==> config.mk <==
export PLATFORM = sky130hd
export DESIGN_NAME = alu_arbiter
export DESIGN_NICKNAME = d
export VERILOG_FILES = /design/src/rtl/alu_arb_pkg.sv /design/src/rtl/rr_arb2.sv /design/src/rtl/alu_arbiter.sv
export SDC_FILE = /design/constraint.sdc
export NUM_CORES = 1
export LEC_CHECK = 0
export BUFFER_PORTS_ARGS = -buffer_cell sky130_fd_sc_hd__buf_4
export CORE_MARGIN = 10
export CORE_UTILIZATION = 35
export DETAILED_ROUTE_END_ITERATION = 10
export GPL_ROUTABILITY_DRIVEN = 0
export PLACE_DENSITY = 0.69
export SYNTH_ARGS = -nofsm -noshare
export SYNTH_HDL_FRONTEND = slang
export SYNTH_SLANG_ARGS = --single-unit
==> constraint.sdc <==
create_clock -name clk -period 1.4 [get_ports clk]
set_input_delay 0.14 -clock clk [delete_from_list [all_inputs] [get_ports clk]]
set_output_delay 0.14 -clock clk [all_outputs]
set_load 0.1 [all_outputs]
==> src/rtl/alu_arb_pkg.sv <==
// alu_arb_pkg: types and constants shared by the ALU arbiter and its grant generator.
package alu_arb_pkg;

  localparam int NUM_PORTS = 2;

  typedef enum logic [1:0] {
    IDLE = 2'b00,
    EXEC = 2'b01,
    RESP = 2'b10
  } state_e;

  localparam logic [2:0] ALU_ADD = 3'b000;
  localparam logic [2:0] ALU_SUB = 3'b001;
  localparam logic [2:0] ALU_AND = 3'b010;
  localparam logic [2:0] ALU_OR  = 3'b011;
  localparam logic [2:0] ALU_SLT = 3'b101;

  // One-hot mask that selects port p.
  function automatic logic [NUM_PORTS-1:0] port_mask(input logic p);
    port_mask = p ? 2'b10 : 2'b01;
  endfunction

endpackage

==> src/rtl/rr_arb2.sv <==
// rr_arb2: two-way grant generator with a last_grant register.
// Round-robin on ties by default; defining ALU_ARB_FIXED_PRIO_EN makes
// port 0 win every tie and leaves last_grant without effect on the grant.
module rr_arb2
  import alu_arb_pkg::*;
(
  input  logic                 clk,
  input  logic                 rst_n,
  input  logic [NUM_PORTS-1:0] i_req,
  input  logic                 i_accept,
  output logic [NUM_PORTS-1:0] o_grant
);

  logic                 r_last_grant;
  logic [NUM_PORTS-1:0] w_grant;

  // Grant decode: a lone requester wins, a tie is settled by policy.
  always_comb begin
    w_grant = '0;
    case (i_req)
      2'b01:   w_grant = 2'b01;
      2'b10:   w_grant = 2'b10;
`ifdef ALU_ARB_FIXED_PRIO_EN
      2'b11:   w_grant = 2'b01;
`else
      2'b11:   w_grant = port_mask(~r_last_grant);
`endif
      default: w_grant = 2'b00;
    endcase
  end

  // Remember which port won the most recent accepted request; port 1 after reset.
  always_ff @(posedge clk) begin
    if (!rst_n) begin
      r_last_grant <= 1'b1;
    end else if (i_accept) begin
      r_last_grant <= w_grant[1];
    end else begin
      r_last_grant <= r_last_grant;
    end
  end

  assign o_grant = w_grant;

endmodule

==> src/rtl/alu_arbiter.sv <==
// alu_arbiter: shares one single-cycle ALU between two valid/ready requesters.
// Accepts one operation at a time, drives the ALU from issue registers and
// returns the registered result to the owning port. Tie policy is selected in
// rr_arb2 by the ALU_ARB_FIXED_PRIO_EN macro (round-robin when undefined).
module alu_arbiter
  import alu_arb_pkg::*;
#(
  parameter int DATA_W = 32,
  parameter int CTRL_W = 3
) (
  input  logic              clk,
  input  logic              rst_n,
  input  logic              req0_valid,
  output logic              req0_ready,
  input  logic [CTRL_W-1:0] req0_op,
  input  logic [DATA_W-1:0] req0_a,
  input  logic [DATA_W-1:0] req0_b,
  input  logic              req1_valid,
  output logic              req1_ready,
  input  logic [CTRL_W-1:0] req1_op,
  input  logic [DATA_W-1:0] req1_a,
  input  logic [DATA_W-1:0] req1_b,
  output logic              rsp0_valid,
  input  logic              rsp0_ready,
  output logic [DATA_W-1:0] rsp0_result,
  output logic              rsp0_zero,
  output logic              rsp1_valid,
  input  logic              rsp1_ready,
  output logic [DATA_W-1:0] rsp1_result,
  output logic              rsp1_zero,
  output logic [DATA_W-1:0] alu_a,
  output logic [DATA_W-1:0] alu_b,
  output logic [CTRL_W-1:0] alu_ctrl,
  input  logic [DATA_W-1:0] alu_result,
  input  logic              alu_zero,
  output logic              busy
);

  state_e               r_state;
  state_e               w_state_nxt;
  logic [CTRL_W-1:0]    r_op;
  logic [DATA_W-1:0]    r_a;
  logic [DATA_W-1:0]    r_b;
  logic                 r_owner;
  logic [DATA_W-1:0]    r_result;
  logic                 r_zero;
  logic [NUM_PORTS-1:0] r_rsp_valid;

  logic [NUM_PORTS-1:0] w_req_valid;
  logic [NUM_PORTS-1:0] w_grant;
  logic                 w_idle;
  logic                 w_accept;
  logic                 w_sel;
  logic                 w_owner_rsp_ready;
  logic [CTRL_W-1:0]    w_sel_op;
  logic [DATA_W-1:0]    w_sel_a;
  logic [DATA_W-1:0]    w_sel_b;

  assign w_req_valid = {req1_valid, req0_valid};
  assign w_idle      = (r_state == IDLE);
  // A grant is only ever issued to a requesting port, so any grant in IDLE is a handshake.
  assign w_accept    = w_idle & (|w_grant);
  assign w_sel       = w_grant[1];

  assign w_sel_op = w_sel ? req1_op : req0_op;
  assign w_sel_a  = w_sel ? req1_a  : req0_a;
  assign w_sel_b  = w_sel ? req1_b  : req0_b;

  assign w_owner_rsp_ready = r_owner ? rsp1_ready : rsp0_ready;

  rr_arb2 u_rr_arb2 (
    .clk      (clk),
    .rst_n    (rst_n),
    .i_req    (w_req_valid),
    .i_accept (w_accept),
    .o_grant  (w_grant)
  );

  // Next-state logic: accept, one execute cycle, then hold until the owner takes the result.
  always_comb begin
    w_state_nxt = r_state;
    case (r_state)
      IDLE: begin
        if (w_accept) begin
          w_state_nxt = EXEC;
        end else begin
          w_state_nxt = IDLE;
        end
      end
      EXEC: begin
        w_state_nxt = RESP;
      end
      RESP: begin
        if (w_owner_rsp_ready) begin
          w_state_nxt = IDLE;
        end else begin
          w_state_nxt = RESP;
        end
      end
      default: begin
        w_state_nxt = IDLE;
      end
    endcase
  end

  // State register.
  always_ff @(posedge clk) begin
    if (!rst_n) begin
      r_state <= IDLE;
    end else begin
      r_state <= w_state_nxt;
    end
  end

  // Issue registers: capture the winner's operation and identity on accept.
  always_ff @(posedge clk) begin
    if (!rst_n) begin
      r_op    <= '0;
      r_a     <= '0;
      r_b     <= '0;
      r_owner <= 1'b0;
    end else if (w_accept) begin
      r_op    <= w_sel_op;
      r_a     <= w_sel_a;
      r_b     <= w_sel_b;
      r_owner <= w_sel;
    end else begin
      r_op    <= r_op;
      r_a     <= r_a;
      r_b     <= r_b;
      r_owner <= r_owner;
    end
  end

  // Response register: latch the ALU output at the end of EXEC, flag only the owner port.
  always_ff @(posedge clk) begin
    if (!rst_n) begin
      r_result    <= '0;
      r_zero      <= 1'b0;
      r_rsp_valid <= '0;
    end else if (r_state == EXEC) begin
      r_result    <= alu_result;
      r_zero      <= alu_zero;
      r_rsp_valid <= port_mask(r_owner);
    end else if ((r_state == RESP) && w_owner_rsp_ready) begin
      r_result    <= r_result;
      r_zero      <= r_zero;
      r_rsp_valid <= '0;
    end else begin
      r_result    <= r_result;
      r_zero      <= r_zero;
      r_rsp_valid <= r_rsp_valid;
    end
  end

  assign req0_ready  = w_idle & w_grant[0];
  assign req1_ready  = w_idle & w_grant[1];

  assign rsp0_valid  = r_rsp_valid[0];
  assign rsp1_valid  = r_rsp_valid[1];
  assign rsp0_result = r_result;
  assign rsp1_result = r_result;
  assign rsp0_zero   = r_zero;
  assign rsp1_zero   = r_zero;

  assign alu_a    = r_a;
  assign alu_b    = r_b;
  assign alu_ctrl = r_op;

  assign busy = ~w_idle;

endmodule

# Yosys cells after proc, flatten, opt, wreduce, memory -nomap -nowiden
# Index checks and enable logic that the tools add are counted.
[classes]
eq_ne = 5
muxes = 12
bitwise = 4
reduce_logical = 4
[ops]
columns = ["op", "count"]
rows = [
  ["$mux W32", 2],
  ["$pmux W2 S3", 2],
  ["$mux W2", 5],
  ["$eq A2 B2 Y1 const B", 3],
  ["$eq A2 B1 Y1 const B", 2],
  ["$and A1 B1 Y1", 3],
  ["$mux W3", 1],
  ["$logic_not A2 Y1", 1],
  ["$mux W1", 2],
  ["$reduce_bool A2 Y1", 1],
  ["$reduce_or A2 Y1", 1],
  ["$logic_and A1 B1 Y1", 1],
  ["$not A1 Y1", 1],
]
[totals]
register_bits = 106
out_inout_bits = 138
word_cells = 34

# Logic depth before layout (Yosys ltp)
# Gate-level depths: netlist of the first run.
[logic_depth]
depth_word = 6
ltp_mapped = 7
ltp_nobuf = 3

# Cells and area by module
# From an unflattened synthesis of the first run, not the netlist that was laid out.
[unflattened]
cells_unflattened = 517
hier_area_um2 = 4937.2
[modules_own_cells]
columns = ["mod", "n_inst", "cells_per_inst", "area_each_um2", "seq_area_each_um2"]
rows = [
  ["alu_arbiter", 1, 510, 4879.7, 2102.0],
  ["rr_arb2", 1, 7, 57.6, 20.0],
]

# Worst setup path after synthesis of the first run
# OpenSTA, ideal clock, no wires.
[synth_timing]
path_kind = "reg2out"
start = "register r_state[1]"
end = "output req0_ready"
t_arrival_ps = 2320
required_ps = 1260
path_slack_ps = -1060
stages_incl_launch_ff = 5
path_buffers = 2
cell_sequence = "dfxtp_1 > or3b_1 > clkbuf_1 > clkbuf_1 > nor2_1"
[synth_between]
elab_chain_len = 2
[synth_lines]
columns = ["element", "line", "rtl"]
rows = [
  ["from (decl)", "alu_arbiter.sv:39", "state_e r_state;"],
  ["from (signal assigned)", "alu_arbiter.sv:111", "r_state <= w_state_nxt;"],
  ["$logic_not A2 Y1", "alu_arbiter.sv:60", "assign w_idle = (r_state == IDLE);"],
  ["$and A1 B1 Y1", "alu_arbiter.sv:156", "assign req0_ready = w_idle & w_grant[0];"],
  ["to (decl)", "alu_arbiter.sv:14", "output logic req0_ready,"],
]
# No other way between the ends.

# Worst setup path after layout of the first run
[layout_timing]
start = "register r_state[0]"
end = "output req1_ready"
[layout_between]
elab_chain_len = 2
[layout_lines]
columns = ["element", "line", "rtl"]
rows = [
  ["$logic_not A2 Y1", "alu_arbiter.sv:60", ""],
  ["$and A1 B1 Y1", "alu_arbiter.sv:157", "assign req1_ready = w_idle & w_grant[1];"],
  ["to (decl)", "alu_arbiter.sv:19", "output logic req1_ready,"],
]
# No other way between the ends.

==> metrics.csv, run 1 <==
stage;metric;value;unit
outcome;run status;complete, but fails checks;
outcome;failing checks;negative setup slack;
routing;DRT Pass-1 Iters;4;
power_and_ir_drop;Peak VDD IR;0.920;mV
yosys;synth warn;0;
power_and_ir_drop;switch share;45.2;%
job;Max-Cap Viols;0;
layout;layout cell share with drive strength beyond 1;48.7;%
routing;vias post-DR;4942;
power_and_ir_drop;PwrDens;1600;nW/µm²
clocking;CTS hold repair buffers;0;
timing;max frequency;622;MHz
timing;Setup WS post-layout;-0.207;ns
global_routing;global-route wire length before repair;26.5;mm
routing;post-route ant nets;0;
timing;Slew @ Worst Pin;0.443;ns
power_and_ir_drop;Comb pwr share;45.2;%
clocking;clock transition time at the flip-flop clock pins of the worst setup and hold paths;0.07;ns
routing;drt initial violations;259;
place;dpl cells;1003;
layout;fin nets;1014;
timing;Layout Skew;0.00595;ns
routing;final wirelength;18.1;mm
yosys;Synth Net Count;756;
layout;Syn-to-layout area delta;60.0;%
clocking;H-tree levels;3;
layout;Post-Layout Cell Count;1022;
floorplanning;Core Footprint;13300;µm²
timing;RSZ-0062 raised after global routing;true;
yosys;Post-Syn Area;4810;µm²
yosys;Avg Cell Area, Syn;8.25;µm²
clocking;Inserted Clock Buffers;9;
timing;final slew viol count;0;
place;DP Wirelength;13.3;mm
yosys;async set-reset flop share out of synthesis;0;%
layout;# fillers;1288;
global_routing;GRT overflow;0;
floorplanning;Starting Density;36.0;%
setup_path;Worst R2R Path Depth;5;
floorplanning;die height;137;µm
power_and_ir_drop;Power Total;12.3;mW
routing;WL/cell;17.7;µm
power_and_ir_drop;Net Sw Power;5.55;mW
timing;Final Cycle Share;115;%
min_path;worst min path class;in -> reg;
clocking;CTS tree;yes;
global_routing;largest net degree at the start of global routing;105;
timing;final hold vios;0;
layout;ant diodes;0;
yosys;Main synth FF type;dfxtp_1;
setup_path;Critical Path AT;1.47;ns
power_and_ir_drop;Flop pwr share;29.7;%
global_routing;initial antenna violation count;0;
place;IO Port Bufs;310;
timing;min Tclk post-route;1.61;ns
setup_path;setup slack, reg-to-reg;-0.17;ns
routing;# DRC;0;
power_and_ir_drop;clock network power share;25.1;%
power_and_ir_drop;Leakage;3.63;nW
setup_path;Startpoint Class;flip-flop;
yosys;Mapped Cells;583;
yosys;synth unique cells;26;
clocking;CTS root buf;clkbuf_16;
floorplanning;IO Pins;311;
global_routing;Overall Global Routing Usage;17.7;%
power_and_ir_drop;Power Internal;6.74;mW
floorplanning;Die Wd;137;µm
global_routing;vias in the first global route;4819;
yosys;register area share after synthesis;44.1;%
setup_path;Worst EP required;1.26;ns
clocking;Clock Sinks;106;
floorplanning;die area;18800;µm²
setup_path;Crit Path Class;reg -> out;
routing;vias per cell;4.84;
timing;final setup fails;70;
clocking;CTS max path bufs;2;
yosys;flops & latches, synth;106;
min_path;WHS Path Cells;3;
setup_path;maximum fanout along the worst path;4;
setup_path;element type at the critical path end;primary output;
clocking;worst-skew pair later-pin latency;0.35;ns
yosys;number of flops mapped to enable cells by yosys;0;
timing;Max-slew headroom;70.5;%
floorplanning;row count;42;
## routing by layer
metal	global-route usage [%]	share of wire, %	vias to the layer above
met5	0	0	-
li1	-	-	2446
met2	29.3	48	214
met3	6.34	9.7	16
met4	6.32	1.6	0
met1	20.6	40	2266
## metrics by stage
stage	utilization, %	setup TNS (ns)	worst slack (ns)	instance area, µm²	hold WS, ns
floorplan	-	-9.47	-0.196	4890	0.277
global placement	54.0	-6.30	-0.109	7210	0.396
detailed placement	54.0	-8.52	-0.155	7210	0.401
CTS	57.1	-9.33	-0.219	7620	0.0219
global route	57.7	-14.11	-0.262	7700	0.0370
finish	57.7	-9.27	-0.207	7700	0.0369
## logic make-up (layout without fill, tap and decap cells)
| kind of cell | count (synthesis) | count (layout) | synth area share, % |
|---|---|---|---|
| buffers and inverters | 152 | 415 | 15.5 |
| multiplexers | 1 | 1 | 0.208 |
| AO/OA/AOI/OAI | 108 | 108 | 20.9 |
| AND/OR/NAND/NOR | 216 | 216 | 19.3 |
| flip-flops | 106 | 106 | 44.1 |
## cell usage in the layout, fill, tap and decap left out, types with 2 or more instances in the layout
cell	instances
buf_4	313
nand2_1	137
dfxtp_1	71
inv_1	68
nor3_1	64
a221oi_1	48
dfxtp_2	35
a21boi_0	34
a221oi_2	19
buf_12	15
clkbuf_16	10
bufinv_16	4
nor3_2	3
nand2b_1	3
or3b_4	2
o21ai_0	2
a21oi_1	2
buf_6	2
## synthesized netlist by cell type (3+ instances only)
cell type,n,share of area [%]
nand2b_1,3,0.39
a21boi_0,34,5.3
nor3_1,67,7.0
dfxtp_1,106,44
clkbuf_1,32,2.5
inv_1,68,5.3
nand2_1,137,11
a221oi_2,19,5.9
buf_6,4,0.94
buf_2,12,1.2
a221oi_1,48,8.7
buf_4,34,5.3
## sequential cells by signal, summed over array words and instances, names as in the netlist
| signal | flops |
|---|---|
| r_state | 2 |
| rsp0_result | 32 |
| alu_b | 32 |
| r_rsp_valid | 2 |
| alu_ctrl | 3 |
| alu_a | 32 |
| rsp0_zero | 1 |
| u_rr_arb2.r_last_grant | 1 |
| r_owner | 1 |
## power groups by stage
stage / clock [mW] / sequential, mW / combinational [mW]
detailed placement: 0 / 3.71 / 5.52
finish: 3.09 / 3.65 / 5.56
global placement: 0 / 3.70 / 5.50
global route: 3.25 / 3.69 / 5.77
floorplan: 0 / 6.38 / 1.49
CTS: 3.16 / 3.65 / 5.56
## final cells by class
cell class | instances | area (µm²) | share of cell area (%)
clock buffer | 9 | 225 | 2.93
clock inverter | 7 | 141 | 1.84
inverter | 68 | 255 | 3.32
multi-input combinational | 325 | 1990 | 25.9
sequential | 106 | 2170 | 28.1
tap | 176 | 220 | 2.86
timing repair buffer | 331 | 2700 | 35.1
## critical path, cell delays in order (launching register included)
cell,delay (ns)
dfxtp_2,0.34
or3b_4,0.41
a21oi_4,0.17
buf_12,0.19
## repair_timing
action                     CTS  global route
pin swaps                    1             2
buffers inserted             1             2
gates cloned                 0             1
setup endpoints to repair   72            71
resized for setup           10             6
## final timing paths
path                                  endpoint                   startpoint
hold reg to reg    r_rsp_valid[0]$_SDFFE_PN0P_  r_rsp_valid[0]$_SDFFE_PN0P_
setup / recovery                    req1_ready        r_state[0]$_SDFF_PN0_
setup reg to reg        alu_a[18]$_SDFFE_PN0P_        r_state[0]$_SDFF_PN0_
hold / removal    rsp0_result[25]$_SDFFE_PN0P_               alu_result[25]
Power figures use the tool's default switching activity.
==> run 2: changes to the inputs <==
--- a/config.mk
+++ b/config.mk
@@ -6,6 +6,7 @@
 export NUM_CORES = 1
 export LEC_CHECK = 0
 export BUFFER_PORTS_ARGS = -buffer_cell sky130_fd_sc_hd__buf_4
+export CAP_MARGIN = 20
 export CORE_MARGIN = 10
 export CORE_UTILIZATION = 35
 export DETAILED_ROUTE_END_ITERATION = 10
==> constraint.sdc (replaced) <==
create_clock -name clk -period 1.4 [get_ports clk]
set_input_delay 0.21 -clock clk [delete_from_list [all_inputs] [get_ports clk]]
set_output_delay 0.21 -clock clk [all_outputs]
set_load 0.1 [all_outputs]
==> run 2 against run 1 <==
Effect of this change:
- the run still ends with negative setup slack left
- register-to-register slack worse by 0.03 ns
- non-clock buffer count up 25
- highest routed layer unchanged
- wire length up 16%
- final area up 11%
- sequential power about the same
- sequential cell count unchanged
- core utilization up 6.3 points
- combinational power up 11%
- cell count up 2.4%
- critical endpoint is now req0_ready
- sequential share of layout area down 2.8 points
==> metrics.csv, run 2 (same netlist as run 1, synthesis figures left out) <==
stage;metric;value;unit
outcome;run status;complete, but fails checks;
outcome;failing checks;negative setup slack;
routing;vias post-DR;5293;
global_routing;GRT Max-Usage Layer;met2;
floorplanning;Core Footprint;13300;µm²
setup_path;Crit Path Class;reg -> out;
setup_path;maximum fanout along the worst path;4;
power_and_ir_drop;Power Total;12.5;mW
setup_path;Top Family by Delay on Critical Path;simple AND/OR/NAND/NOR gates;
floorplanning;row count;42;
global_routing;met2 layer usage reported by global route;35.4;%
global_routing;GRT overflow;0;
timing;Max-slew headroom;69.8;%
layout;ant diodes;0;
clocking;CTS root buf;clkbuf_16;
global_routing;met1 GRT Util;20.7;%
timing;worst hold slack;0.114;ns
timing;setup_tns;-12.88;ns
global_routing;vias in the first global route;5518;
power_and_ir_drop;Peak VDD IR;0.862;mV
clocking;clock transition time at the flip-flop clock pins of the worst setup and hold paths;0.07;ns
global_routing;Overall Global Routing Usage;20.3;%
place;DP Wirelength;14.6;mm
place;IO Port Bufs;310;
job;Max-Cap Viols;0;
layout;layout cell share with drive strength beyond 1;56.9;%
global_routing;largest net degree at the start of global routing;105;
routing;drt initial violations;221;
power_and_ir_drop;PwrDens;1460;nW/µm²
setup_path;element type at the critical path end;primary output;
timing;RSZ-0062 raised after global routing;true;
global_routing;GR met3 Demand/Resource;9.69;%
floorplanning;Die Wd;137;µm
routing;final wirelength;21.0;mm
floorplanning;Starting Density;36.0;%
layout;fin nets;1039;
floorplanning;IO Pins;311;
routing;# DRC;0;
timing;max frequency;590;MHz
layout;commonest non-fill, non-tap cells in the layout;buf_4, nand2_1, dfxtp_1;
routing;WL/cell;20.1;µm
setup_path;Worst EP required;1.19;ns
clocking;Clock Sinks;106;
timing;final slew viol count;0;
setup_path;max incr delay on CP;0.43;ns
setup_path;CP max-delay cell;or3b_4;
layout;Syn-to-layout area delta;77.5;%
routing;vias per cell;5.06;
timing;Layout Skew;0.0102;ns
timing;final setup fails;72;
layout;Seq. cell area;2170;µm²
setup_path;worst path bufs/invs;1;
routing;DRT Pass-1 Iters;5;
timing;min Tclk post-route;1.69;ns
clocking;H-tree levels;3;
global_routing;global-route wire length before repair;30.1;mm
setup_path;setup slack, reg-to-reg;-0.20;ns
clocking;CTS max path bufs;2;
layout;final core utilization;64.0;%
min_path;worst min path class;in -> reg;
timing;Slew @ Worst Pin;0.453;ns
place;dpl cells;1004;
layout;Post-Layout Cell Count;1047;
floorplanning;die area;18800;µm²
global_routing;initial antenna violation count;0;
layout;# fillers;1107;
timing;Final Cycle Share;121;%
routing;post-route ant nets;0;
floorplanning;die height;137;µm
timing;final hold vios;0;
clocking;worst-skew pair later-pin latency;0.35;ns
power_and_ir_drop;Leakage;3.91;nW
setup_path;Critical Path AT;1.48;ns
layout;area of the multi-input gates;2400;µm²
layout;most common cell after layout, fill and taps aside;buf_4;
setup_path;critical path, cell by cell;or3b_4 > nor2_4 > buf_12;
clocking;Inserted Clock Buffers;9;
timing;Setup WS post-layout;-0.295;ns
clocking;CTS tree;yes;
setup_path;Startpoint Class;flip-flop;
## run 2: stage by stage
step	instance area, µm²	setup slack [ns]
after floorplan	5160	-0.260
after global placement	7390	-0.184
after detailed placement	7390	-0.216
after CTS	8190	-0.297
after global routing	8540	-0.341
final	8540	-0.295
## run 2: area by class of cell
class | count | share of cell area [%]
repair buffers | 356 | 37.4
multi-input cells | 325 | 28.1
flip-flops and latches | 106 | 25.4
clock buffers | 13 | 3.05
inverters | 68 | 2.99
well taps | 176 | 2.58
clock inverters | 3 | 0.557
## run 2: repair_timing
item | CTS | global route
gates cloned | 8 | 9
pin swaps | 2 | 4
hold buffers | 0 | 0
setup buffers | 8 | 3
resized for setup | 44 | 29
endpoints found under the setup margin | 72 | 73
## run 2: worst paths after layout
check | start | to | cells after the start
worst max-delay path | r_state[1]$_SDFF_PN0_ | req0_ready | 3
worst min-delay path | alu_result[26] | rsp0_result[26]$_SDFFE_PN0P_ | 3
worst max register to register | r_state[1]$_SDFF_PN0_ | alu_b[0]$_SDFFE_PN0P_ | 6
worst min register to register | r_rsp_valid[1]$_SDFFE_PN0P_ | r_rsp_valid[1]$_SDFFE_PN0P_ | 2
## run 2: power breakdown
group / leakage (nW) / switching [mW] / internal, mW
logic: 2.87 / 4.44 / 1.74
clock network: 0.150 / 1.13 / 1.50
registers: 0.893 / 0.243 / 3.42
## run 2: routing by layer
metal  vias up  wire, µm
li1       2508         -
met1      2488      7600
met2       263     10300
met3        34      2560
met4         0       534
met5         -         0
## run 2: worst min-delay path, cell delays in order
cell      delay, ns
buf_4          0.11
nand2_1        0.04
a21boi_0       0.06
